**config.mk**
```make
export PLATFORM = sky130hd
export DESIGN_NAME = pilha_param_flat
export DESIGN_NICKNAME = d
export VERILOG_FILES = /design/src/rtl/pilha_param_if.sv /design/src/rtl/pilha_param.sv /design/src/flat_wrapper.sv
export SDC_FILE = /design/constraint.sdc
export NUM_CORES = 1
export LEC_CHECK = 0
export CAP_MARGIN = 20
export CORE_UTILIZATION = 30
export CTS_CLUSTER_DIAMETER = 100
export DETAILED_ROUTE_END_ITERATION = 6
export HOLD_SLACK_MARGIN = 0.08
export SLEW_MARGIN = 20
export SYNTH_ARGS = -nofsm -noshare
export SYNTH_HDL_FRONTEND = slang
export SYNTH_SLANG_ARGS = --single-unit
```
**constraint.sdc**
```tcl
create_clock -name clk -period 5.4 [get_ports clk]
set_clock_uncertainty 0.05 [all_clocks]
set_input_delay 1.08 -clock clk [delete_from_list [all_inputs] [get_ports clk]]
set_output_delay 1.08 -clock clk [all_outputs]
set_load 0.01 [all_outputs]
```
**src/rtl/pilha_param_if.sv**
```systemverilog
// rtl/pilha_param_if.sv - request/data bundle between the control unit/ALU and the operand stack
//
// Purpose: groups the stack requests, push data and stack views into one port.
// Signals:
//   push, pop, swap, clr_err, controle_pilha : requests and push-source select
//   din_UC [DATA_W], din_ULA [ULA_W]         : push data candidates
//   dout, tos, nos [DATA_W]                   : popped word, top and next-on-stack
//   count [CNT_W], full, empty                : occupancy
//   overflow, underflow                       : sticky error flags
// Modports: master = control unit side, slave = stack side.
interface pilha_param_if #(
  parameter int DATA_W = 16,
  parameter int ULA_W  = 32,
  parameter int DEPTH  = 16,
  parameter int CNT_W  = $clog2(DEPTH + 1)
);
  logic              push;
  logic              pop;
  logic              swap;
  logic              clr_err;
  logic              controle_pilha;
  logic [DATA_W-1:0] din_UC;
  logic [ULA_W-1:0]  din_ULA;
  logic [DATA_W-1:0] dout;
  logic [DATA_W-1:0] tos;
  logic [DATA_W-1:0] nos;
  logic [CNT_W-1:0]  count;
  logic              full;
  logic              empty;
  logic              overflow;
  logic              underflow;

  modport master (
    output push, pop, swap, clr_err, controle_pilha, din_UC, din_ULA,
    input  dout, tos, nos, count, full, empty, overflow, underflow
  );

  modport slave (
    input  push, pop, swap, clr_err, controle_pilha, din_UC, din_ULA,
    output dout, tos, nos, count, full, empty, overflow, underflow
  );
endinterface

```
**src/rtl/pilha_param.sv**
```systemverilog
// rtl/pilha_param.sv - parametrised LIFO operand stack with replace-top, swap and sticky errors
//
// Purpose: DEPTH-entry stack of DATA_W-bit words fed from the control unit or
// the truncated ALU result.
// Ports:
//   clk : rising-edge clock
//   rst : asynchronous active-low reset (clears count, dout and error flags)
//   bus : pilha_param_if.slave (requests, push data, views, occupancy, flags)
module pilha_param #(
  parameter int DATA_W = 16,
  parameter int ULA_W  = 32,
  parameter int DEPTH  = 16,
  parameter int CNT_W  = $clog2(DEPTH + 1)
) (
  input  logic         clk,
  input  logic         rst,
  pilha_param_if.slave bus
);
  localparam int PTR_W = $clog2(DEPTH);
  localparam logic [CNT_W-1:0] DEPTH_C = CNT_W'(DEPTH);

  // Storage is deliberately left out of reset; count alone defines validity.
  logic [DATA_W-1:0] mem_q [DEPTH];

  logic [CNT_W-1:0]  count_q, count_d;
  logic [DATA_W-1:0] dout_q, dout_d;
  logic              ovf_q, ovf_d;
  logic              unf_q, unf_d;

  logic              full_w, empty_w;
  logic [PTR_W-1:0]  top_idx, nos_idx, wr_idx;
  logic [DATA_W-1:0] push_data, tos_w, nos_w;
  logic              wr_en, swap_en, ovf_set, unf_set;

  // ALU result is truncated, never saturated.
  assign push_data = bus.controle_pilha ? bus.din_ULA[DATA_W-1:0] : bus.din_UC;

  generate
    if (ULA_W > DATA_W) begin : g_ula_hi
      logic unused_ula_hi;
      assign unused_ula_hi = ^bus.din_ULA[ULA_W-1:DATA_W];
    end
  endgenerate

  assign full_w  = (count_q == DEPTH_C);
  assign empty_w = (count_q == '0);

  // Indices wrap harmlessly when count is too small; the views mask them out.
  assign top_idx = PTR_W'(count_q - CNT_W'(1));
  assign nos_idx = PTR_W'(count_q - CNT_W'(2));

  assign tos_w = empty_w ? '0 : mem_q[top_idx];
  assign nos_w = (count_q < CNT_W'(2)) ? '0 : mem_q[nos_idx];

  always_comb begin
    count_d = count_q;
    dout_d  = dout_q;
    wr_en   = 1'b0;
    wr_idx  = top_idx;
    swap_en = 1'b0;
    ovf_set = 1'b0;
    unf_set = 1'b0;

    unique case ({bus.push, bus.pop})
      2'b10: begin
        if (!full_w) begin
          wr_en   = 1'b1;
          wr_idx  = PTR_W'(count_q);
          count_d = count_q + CNT_W'(1);
        end else begin
          ovf_set = 1'b1;
        end
      end
      2'b01: begin
        if (!empty_w) begin
          dout_d  = tos_w;
          count_d = count_q - CNT_W'(1);
        end else begin
          unf_set = 1'b1;
        end
      end
      2'b11: begin
        // Replace top: legal even when full. On empty it degrades to a push
        // but still flags the missing pop operand.
        wr_en = 1'b1;
        if (!empty_w) begin
          dout_d = tos_w;
          wr_idx = top_idx;
        end else begin
          wr_idx  = '0;
          count_d = CNT_W'(1);
          unf_set = 1'b1;
        end
      end
      default: begin
        if (bus.swap) begin
          if (count_q >= CNT_W'(2)) begin
            swap_en = 1'b1;
          end else begin
            unf_set = 1'b1;
          end
        end
      end
    endcase

    // A new error in the clearing cycle keeps the flag set.
    ovf_d = ovf_set | (ovf_q & ~bus.clr_err);
    unf_d = unf_set | (unf_q & ~bus.clr_err);
  end

  always_ff @(posedge clk or negedge rst) begin
    if (!rst) begin
      count_q <= '0;
      dout_q  <= '0;
      ovf_q   <= 1'b0;
      unf_q   <= 1'b0;
    end else begin
      count_q <= count_d;
      dout_q  <= dout_d;
      ovf_q   <= ovf_d;
      unf_q   <= unf_d;
    end
  end

  always_ff @(posedge clk) begin
    if (wr_en) begin
      mem_q[wr_idx] <= push_data;
    end else if (swap_en) begin
      mem_q[top_idx] <= nos_w;
      mem_q[nos_idx] <= tos_w;
    end
  end

  assign bus.dout      = dout_q;
  assign bus.tos       = tos_w;
  assign bus.nos       = nos_w;
  assign bus.count     = count_q;
  assign bus.full      = full_w;
  assign bus.empty     = empty_w;
  assign bus.overflow  = ovf_q;
  assign bus.underflow = unf_q;
endmodule
```
**src/flat_wrapper.sv**
```systemverilog
// flat-port wrapper written by rule: the top's interface ports become plain ports
module pilha_param_flat 
#(
  parameter int DATA_W = 16,
  parameter int ULA_W  = 32,
  parameter int DEPTH  = 16,
  parameter int CNT_W  = $clog2(DEPTH + 1)
)
  (clk, rst, bus_push, bus_pop, bus_swap, bus_clr_err, bus_controle_pilha, bus_din_UC, bus_din_ULA, bus_dout, bus_tos, bus_nos, bus_count, bus_full, bus_empty, bus_overflow, bus_underflow);
  pilha_param_if #(.DATA_W(DATA_W), .ULA_W(ULA_W), .DEPTH(DEPTH), .CNT_W(CNT_W)) bus_i ();
  input  logic clk;
  input  logic rst;
  input wire logic [$bits(bus_i.push)-1:0] bus_push;
  input wire logic [$bits(bus_i.pop)-1:0] bus_pop;
  input wire logic [$bits(bus_i.swap)-1:0] bus_swap;
  input wire logic [$bits(bus_i.clr_err)-1:0] bus_clr_err;
  input wire logic [$bits(bus_i.controle_pilha)-1:0] bus_controle_pilha;
  input wire logic [$bits(bus_i.din_UC)-1:0] bus_din_UC;
  input wire logic [$bits(bus_i.din_ULA)-1:0] bus_din_ULA;
  output wire logic [$bits(bus_i.dout)-1:0] bus_dout;
  output wire logic [$bits(bus_i.tos)-1:0] bus_tos;
  output wire logic [$bits(bus_i.nos)-1:0] bus_nos;
  output wire logic [$bits(bus_i.count)-1:0] bus_count;
  output wire logic [$bits(bus_i.full)-1:0] bus_full;
  output wire logic [$bits(bus_i.empty)-1:0] bus_empty;
  output wire logic [$bits(bus_i.overflow)-1:0] bus_overflow;
  output wire logic [$bits(bus_i.underflow)-1:0] bus_underflow;
  assign bus_i.push = bus_push;
  assign bus_i.pop = bus_pop;
  assign bus_i.swap = bus_swap;
  assign bus_i.clr_err = bus_clr_err;
  assign bus_i.controle_pilha = bus_controle_pilha;
  assign bus_i.din_UC = bus_din_UC;
  assign bus_i.din_ULA = bus_din_ULA;
  assign bus_dout = bus_i.dout;
  assign bus_tos = bus_i.tos;
  assign bus_nos = bus_i.nos;
  assign bus_count = bus_i.count;
  assign bus_full = bus_i.full;
  assign bus_empty = bus_i.empty;
  assign bus_overflow = bus_i.overflow;
  assign bus_underflow = bus_i.underflow;
  pilha_param #(.DATA_W(DATA_W), .ULA_W(ULA_W), .DEPTH(DEPTH), .CNT_W(CNT_W)) u_core (.clk(clk), .rst(rst), .bus(bus_i));
endmodule
```
==> results of run 1 <==
## layer usage
layer  up-vias  share of wire [%]  track usage, %
met5         -                  0               0
met4         0                3.3           6.257
met3        95                6.5           2.309
met2       453                 49           32.07
met1      6030                 41           24.61
li1       4870                  -               -
## how the worst min path moves through the flow
stage,to,slack (ns),startpoint,cells after the start
floorplan,u_core.bus.dout[0],0.47,u_core.bus.dout[0],2
global placement,u_core.bus.dout[12],0.42,u_core.bus.dout[12],2
detailed placement,u_core.bus.dout[4],0.42,u_core.bus.dout[4],2
CTS,u_core.bus.dout[4],0.44,u_core.bus.dout[4],2
global route,u_core.bus.dout[4],0.45,u_core.bus.dout[4],2
finish,u_core.bus.dout[12],0.43,u_core.bus.dout[12],2
## layout make-up
| cell class | count | area, µm² |
|---|---|---|
| multi-input cells | 743 | 8194 |
| repair buffers | 165 | 1564 |
| clock buffers | 37 | 798.3 |
| flip-flops and latches | 279 | 8272 |
| inverters | 56 | 214.0 |
| diodes | 1 | 2.502 |
| fillers | 5388 | 36320 |
| clock inverters | 21 | 182.7 |
| well taps | 756 | 945.9 |
## critical path: stages, from the launching register on
cell and delay [ns]:
dfrtp_4 0.55, clkinvlp_4 0.28, ha_4 0.63, buf_12 0.24, mux4_2 0.31, mux2_2 0.30, o22ai_4 0.41, inv_1 0.25
clkdlybuf4s50_1 0.54
## placed cells by master (no fill, tap or decap), types with 6 or more instances in the layout
cell,count
buf_12,7
a21oi_2,20
ha_1,7
a21oi_1,11
o22ai_4,13
nor2_1,29
nand3_1,74
nor2b_1,19
inv_1,50
o21ai_0,21
mux2_2,15
clkbuf_1,6
o22ai_1,17
edfxtp_1,256
dfrtp_1,20
nand2_1,24
mux2i_1,276
clkinv_1,10
nand4_1,17
o21ai_2,10
clkdlybuf4s50_1,95
nand2_4,8
clkbuf_16,31
mux4_2,128
buf_4,63
## sequential cells by signal, summed over array words and instances, names as in the netlist
name                  count
u_core.bus.count          5
u_core.bus.overflow       1
u_core.bus.dout          16
u_core.bus.underflow      1
u_core.mem_q            256
## what timing repair did
| item | in CTS | in global routing |
|---|---|---|
| endpoints found under the setup margin | 0 | 3 |
| hold endpoints to repair | 0 | 0 |
| gates resized for setup | 0 | 2 |
| setup buffers | 0 | 1 |
| hold buffers | 0 | 0 |
## metrics by stage
| stage | setup WS (ns) | util [%] | hold WS (ns) | std cells | area, µm² |
|---|---|---|---|---|---|
| final | 0.1545 | 35.71 | 0.4252 | 2058 | 20170 |
| after global routing | 0.03479 | 35.70 | 0.4482 | 2057 | 20170 |
| after CTS | 0.05245 | 35.66 | 0.4361 | 2056 | 20150 |
| after detailed placement | 0.6559 | 33.92 | 0.4225 | 1998 | 19160 |
| after global placement | 0.6734 | 33.90 | 0.4156 | 1998 | 19150 |
| after floorplan | 1.048 | - | 0.4662 | 1197 | 17220 |
## cell families after synthesis
| family | after synthesis |
|---|---|
| multiplexers | 420 |
| flip-flops | 279 |
| AND/OR/NAND/NOR | 197 |
| buffers and inverters | 175 |
| AO/OA/AOI/OAI | 113 |
| adder cells (fa/ha/maj) | 8 |
| XOR/XNOR | 5 |
==> flow_metrics.py, run 1 <==
metrics = {
    "run_status": {
        "status": "completed",
    },
    "synth": {
        "synth_most_common_cell": "mux2i_1",
        "muxShareOfSynthArea_pct": 33.84,
        "synth_top_family_by_area": "multiplexers",
        "seq_area_frac_synth_pct": 48.00,
        "synth.cell_area_mm2": 0.01722,
        "synth_xor_area_share_pct": 0.3634,
        "synth_edf_count": 256,
        "post_synth.cell_area_avg_um2": 14.38,
        "synthAdderAreaFrac_pct": 0.5814,
        "synth.area.top_cells": "edfxtp_1 45%, mux4_2 17%, mux2i_1 16%",
        "synth-main-ff-cell": "edfxtp_1",
        "ys_ff_latch": 279,
        "synth_cells": 1197,
        "synth_top_cell_area_share_pct": 44.65,
        "synth.distinct_cells": 60,
        "synth_common_cells": "276 x mux2i_1, 256 x edfxtp_1, 128 x mux4_2, 74 x nand3_1, 51 x inv_1",
        "syn-num-nets": 1260,
        "synth-async-reset-ratio_pct": 8.244,
        "yosysTopAreaCell": "edfxtp_1",
        "yosys_warnings": 0,
        "synth_compound_area_share_pct": 5.473,
        "yosys.area_share.simple_pct": 6.367,
    },
    "place": {
        "gp_congestion": 0.8285,
        "io_buffers": 95,
        "dp_hpwl_mm": 34.99,
    },
    "clock_network": {
        "htreeDepth": 1,
        "numCtsBuffers": 31,
        "insertion_delay_ns": 0.58,
        "cts.clk_slew.worst_paths_ns": 0.06,
        "clock_sinks": 279,
        "cts_buffer_depth": 3,
        "tritoncts": "yes",
        "cts-root-buf": "clkbuf_16",
    },
    "sta": {
        "tightest_slew_ns": 1.055,
        "setup_viol": 0,
        "period_needed_ns": 5.246,
        "maxSlewViolCount": 0,
        "tns_ns": 0,
        "hold_violations": 0,
        "fmax_mhz": 190.6,
        "fin_crit_sh_pct": 97.14,
        "rsz0062_at_grt": "false",
        "relSlewSlack_pct": 29.67,
    },
    "global_routing": {
        "grt_pass1_vias": 12040,
        "grt_max_degree": 82,
        "gr-usage-all-layers_pct": 18.78,
        "grt-ovfl-total": 0,
        "grt_pass1_wl_mm": 81.39,
        "antenna_found_initial": 3,
    },
    "setup_path": {
        "crit_type": "flop to output pin",
        "r2r-end": "u_core.mem_q[13][6]",
        "r2r_slack_ns": 1.19,
        "critPathLaunch": "u_core.bus.count[1]",
        "rr_worst_depth": 8,
        "critPathMaxFanout": 18,
        "crit_arrival_ns": 4.12,
        "worstSetupEndpoint": "bus_tos[5]",
        "cp-end-kind": "output pin",
        "regToRegStartpoint": "u_core.bus.count[1]",
        "required_ns": 4.27,
        "start_kind": "flop",
    },
    "die": {
        "die_x_um": 241.6,
        "dieArea_mm2": 0.05835,
        "rows": 87,
        "core_area_mm2": 0.05650,
        "die_h_um": 241.6,
        "start_util_pct": 30.47,
        "boundaryPins": 112,
    },
    "routing": {
        "first_pass_iters": 5,
        "ant_nets": 0,
        "via_per_inst": 5.563,
        "wl_mm": 55.75,
        "route.detailed.drc": 0,
        "vias": 11450,
        "drt_iter0_drc": 1033,
        "wl_per_cell_um": 27.09,
    },
    "finish": {
        "syn2layout_area_growth_pct": 17.18,
        "final_nets": 1339,
        "drive_gt1_share_pct": 26.21,
    },
    "job": {
        "drv_cap": 0,
    },
    "min_path": {
        "hp-class": "flop to flop",
    },
}
Power of run 1 is left out: the tool's default activity adds up to more than one toggle a clock period on the data nets, which glitch-free logic cannot reach.
==> run 2: changes to the inputs <==
--- a/config.mk
+++ b/config.mk
@@ -6,10 +6,14 @@
 export NUM_CORES = 1
 export LEC_CHECK = 0
 export CAP_MARGIN = 20
+export CELL_PAD_IN_SITES_DETAIL_PLACEMENT = 1
+export CELL_PAD_IN_SITES_GLOBAL_PLACEMENT = 2
 export CORE_UTILIZATION = 30
 export CTS_CLUSTER_DIAMETER = 100
 export DETAILED_ROUTE_END_ITERATION = 6
 export HOLD_SLACK_MARGIN = 0.08
+export PLACE_DENSITY_LB_ADDON = 0.1
+export SETUP_SLACK_MARGIN = 0.15
 export SLEW_MARGIN = 20
 export SYNTH_ARGS = -nofsm -noshare
 export SYNTH_HDL_FRONTEND = slang
==> flow_metrics.py, run 2 (same netlist as run 1, synthesis figures left out) <==
metrics = {
    "place": {
        "dp_hpwl_mm": 42.06,
        "dp_slack_ns": 0.6643,
        "io_buffers": 95,
        "dp_cells": 2016,
        "gp_congestion": 0.7664,
    },
    "clock_network": {
        "htreeDepth": 2,
        "cts_resized": 0,
        "clock_sinks": 279,
        "insertion_delay_ns": 0.57,
        "numCtsBuffers": 37,
        "cts-root-buf": "clkbuf_16",
        "tritoncts": "yes",
        "cts.clk_slew.worst_paths_ns": 0.06,
        "cts_buffer_depth": 3,
    },
    "setup_path": {
        "required_ns": 4.27,
        "crit_arrival_ns": 3.95,
        "crit_slowest_cell": "buf_4",
        "path_buf_inv": 3,
        "regToRegStartpoint": "u_core.bus.count[1]",
        "crit_chain": "buf_4 -> buf_4 -> mux4_2 -> nand3_1 -> nand4_1 -> nor2b_1 -> clkdlybuf4s50_1",
        "critPathLaunch": "u_core.bus.count[1]",
        "start_kind": "flop",
        "cpMostUsedCell": "buf_4",
        "cp_top_family": "buffers and inverters",
        "cp-end-kind": "output pin",
        "critPathMaxFanout": 39,
        "crit_type": "flop to output pin",
        "slowest_delay_ns": 0.64,
    },
    "sta": {
        "tightest_slew_ns": 1.160,
        "hold_ws_ns": 0.4219,
        "maxSlewViolCount": 0,
        "rsz0062_at_grt": "false",
        "hold_violations": 0,
        "setup_slack_ns": 0.3185,
        "fin_crit_sh_pct": 94.10,
        "period_needed_ns": 5.081,
        "relSlewSlack_pct": 22.66,
        "fmax_mhz": 196.8,
        "setup_viol": 0,
        "tns_ns": 0,
    },
    "global_routing": {
        "grt_max_degree": 106,
        "antenna_found_initial": 2,
        "grt_pass1_wl_mm": 90.61,
        "gr-usage-all-layers_pct": 21.67,
        "grt_pass1_vias": 12120,
        "grt-ovfl-total": 0,
    },
    "routing": {
        "route.detailed.drc": 0,
        "via_per_inst": 5.447,
        "wl_mm": 62.86,
        "vias": 11370,
        "first_pass_iters": 5,
        "drt_iter0_drc": 823,
        "wl_per_cell_um": 30.12,
        "ant_nets": 0,
    },
    "min_path": {
        "hp-class": "flop to flop",
        "hp-start": "u_core.bus.dout[7]",
    },
    "die": {
        "boundaryPins": 112,
        "die_x_um": 241.6,
        "die_h_um": 241.6,
        "core_area_mm2": 0.05650,
        "rows": 87,
        "dieArea_mm2": 0.05835,
        "start_util_pct": 30.47,
    },
    "finish": {
        "final_common_cell": "mux2i_1",
        "final_cell_mix": "276 x mux2i_1, 256 x edfxtp_1, 128 x mux4_2, 95 x clkdlybuf4s50_1, 89 x buf_4",
        "layout.cells.non_filler": 2087,
        "regMostFlops": "u_core.mem_q",
        "largest_register_ffs": 256,
        "final_nets": 1367,
        "syn2layout_area_growth_pct": 18.86,
        "drive_gt1_share_pct": 27.61,
    },
    "run_status": {
        "status": "completed",
    },
    "job": {
        "drv_cap": 0,
    },
}
[run 2: metal layers]
metal / GRT usage [%] / vias up / share of wire [%]
li1: - / 4923 / -
met1: 29.97 / 6054 / 45
met2: 35.43 / 310 / 48
met3: 3.330 / 80 / 4.7
met4: 5.433 / 0 / 2.2
met5: 0 / - / 0
[run 2: per-stage QoR]
step / instance area [µm²] / utilization (%)
floorplan: 17220 / -
global placement: 19230 / 34.05
detailed placement: 19230 / 34.05
CTS: 20430 / 36.17
global route: 20460 / 36.21
finish: 20460 / 36.22
[run 2: repair_timing]
action	in CTS	in global routing
setup buffers	2	3
pin swaps	2	1
hold buffers	0	0
endpoints found under the setup margin	2	1
[run 2: layout make-up]
class	count	area, µm²
Antenna cell	2	5.005
Sequential cell	279	8270
Inverter	56	210.2
Clock inverter	12	110.1
Clock buffer	52	1055
Timing Repair Buffer	187	1687
Tap cell	756	945.9
Multi-Input combinational cell	743	8179
Fill cell	5786	36030
[run 2: final timing paths]
kind / to / slack [ns] / cells past startpoint
worst min-delay path: u_core.bus.dout[7] / 0.42 / 2
max in group asynchronous: u_core.bus.count[0] / 4.14 / 2
worst min register to register: u_core.bus.dout[7] / 0.42 / 2
min in group asynchronous: u_core.bus.count[3] / 0.85 / 2
worst max register to register: u_core.mem_q[6][12] / 1.19 / 9
worst max-delay path: bus_nos[3] / 0.32 / 7
[run 2: worst min-delay path, stage by stage, from the launching register on]
cell and delay, ns:
dfrtp_1 0.34, nand2_1 0.04, o21ai_0 0.05
Power of run 2 is left out for the same reason.
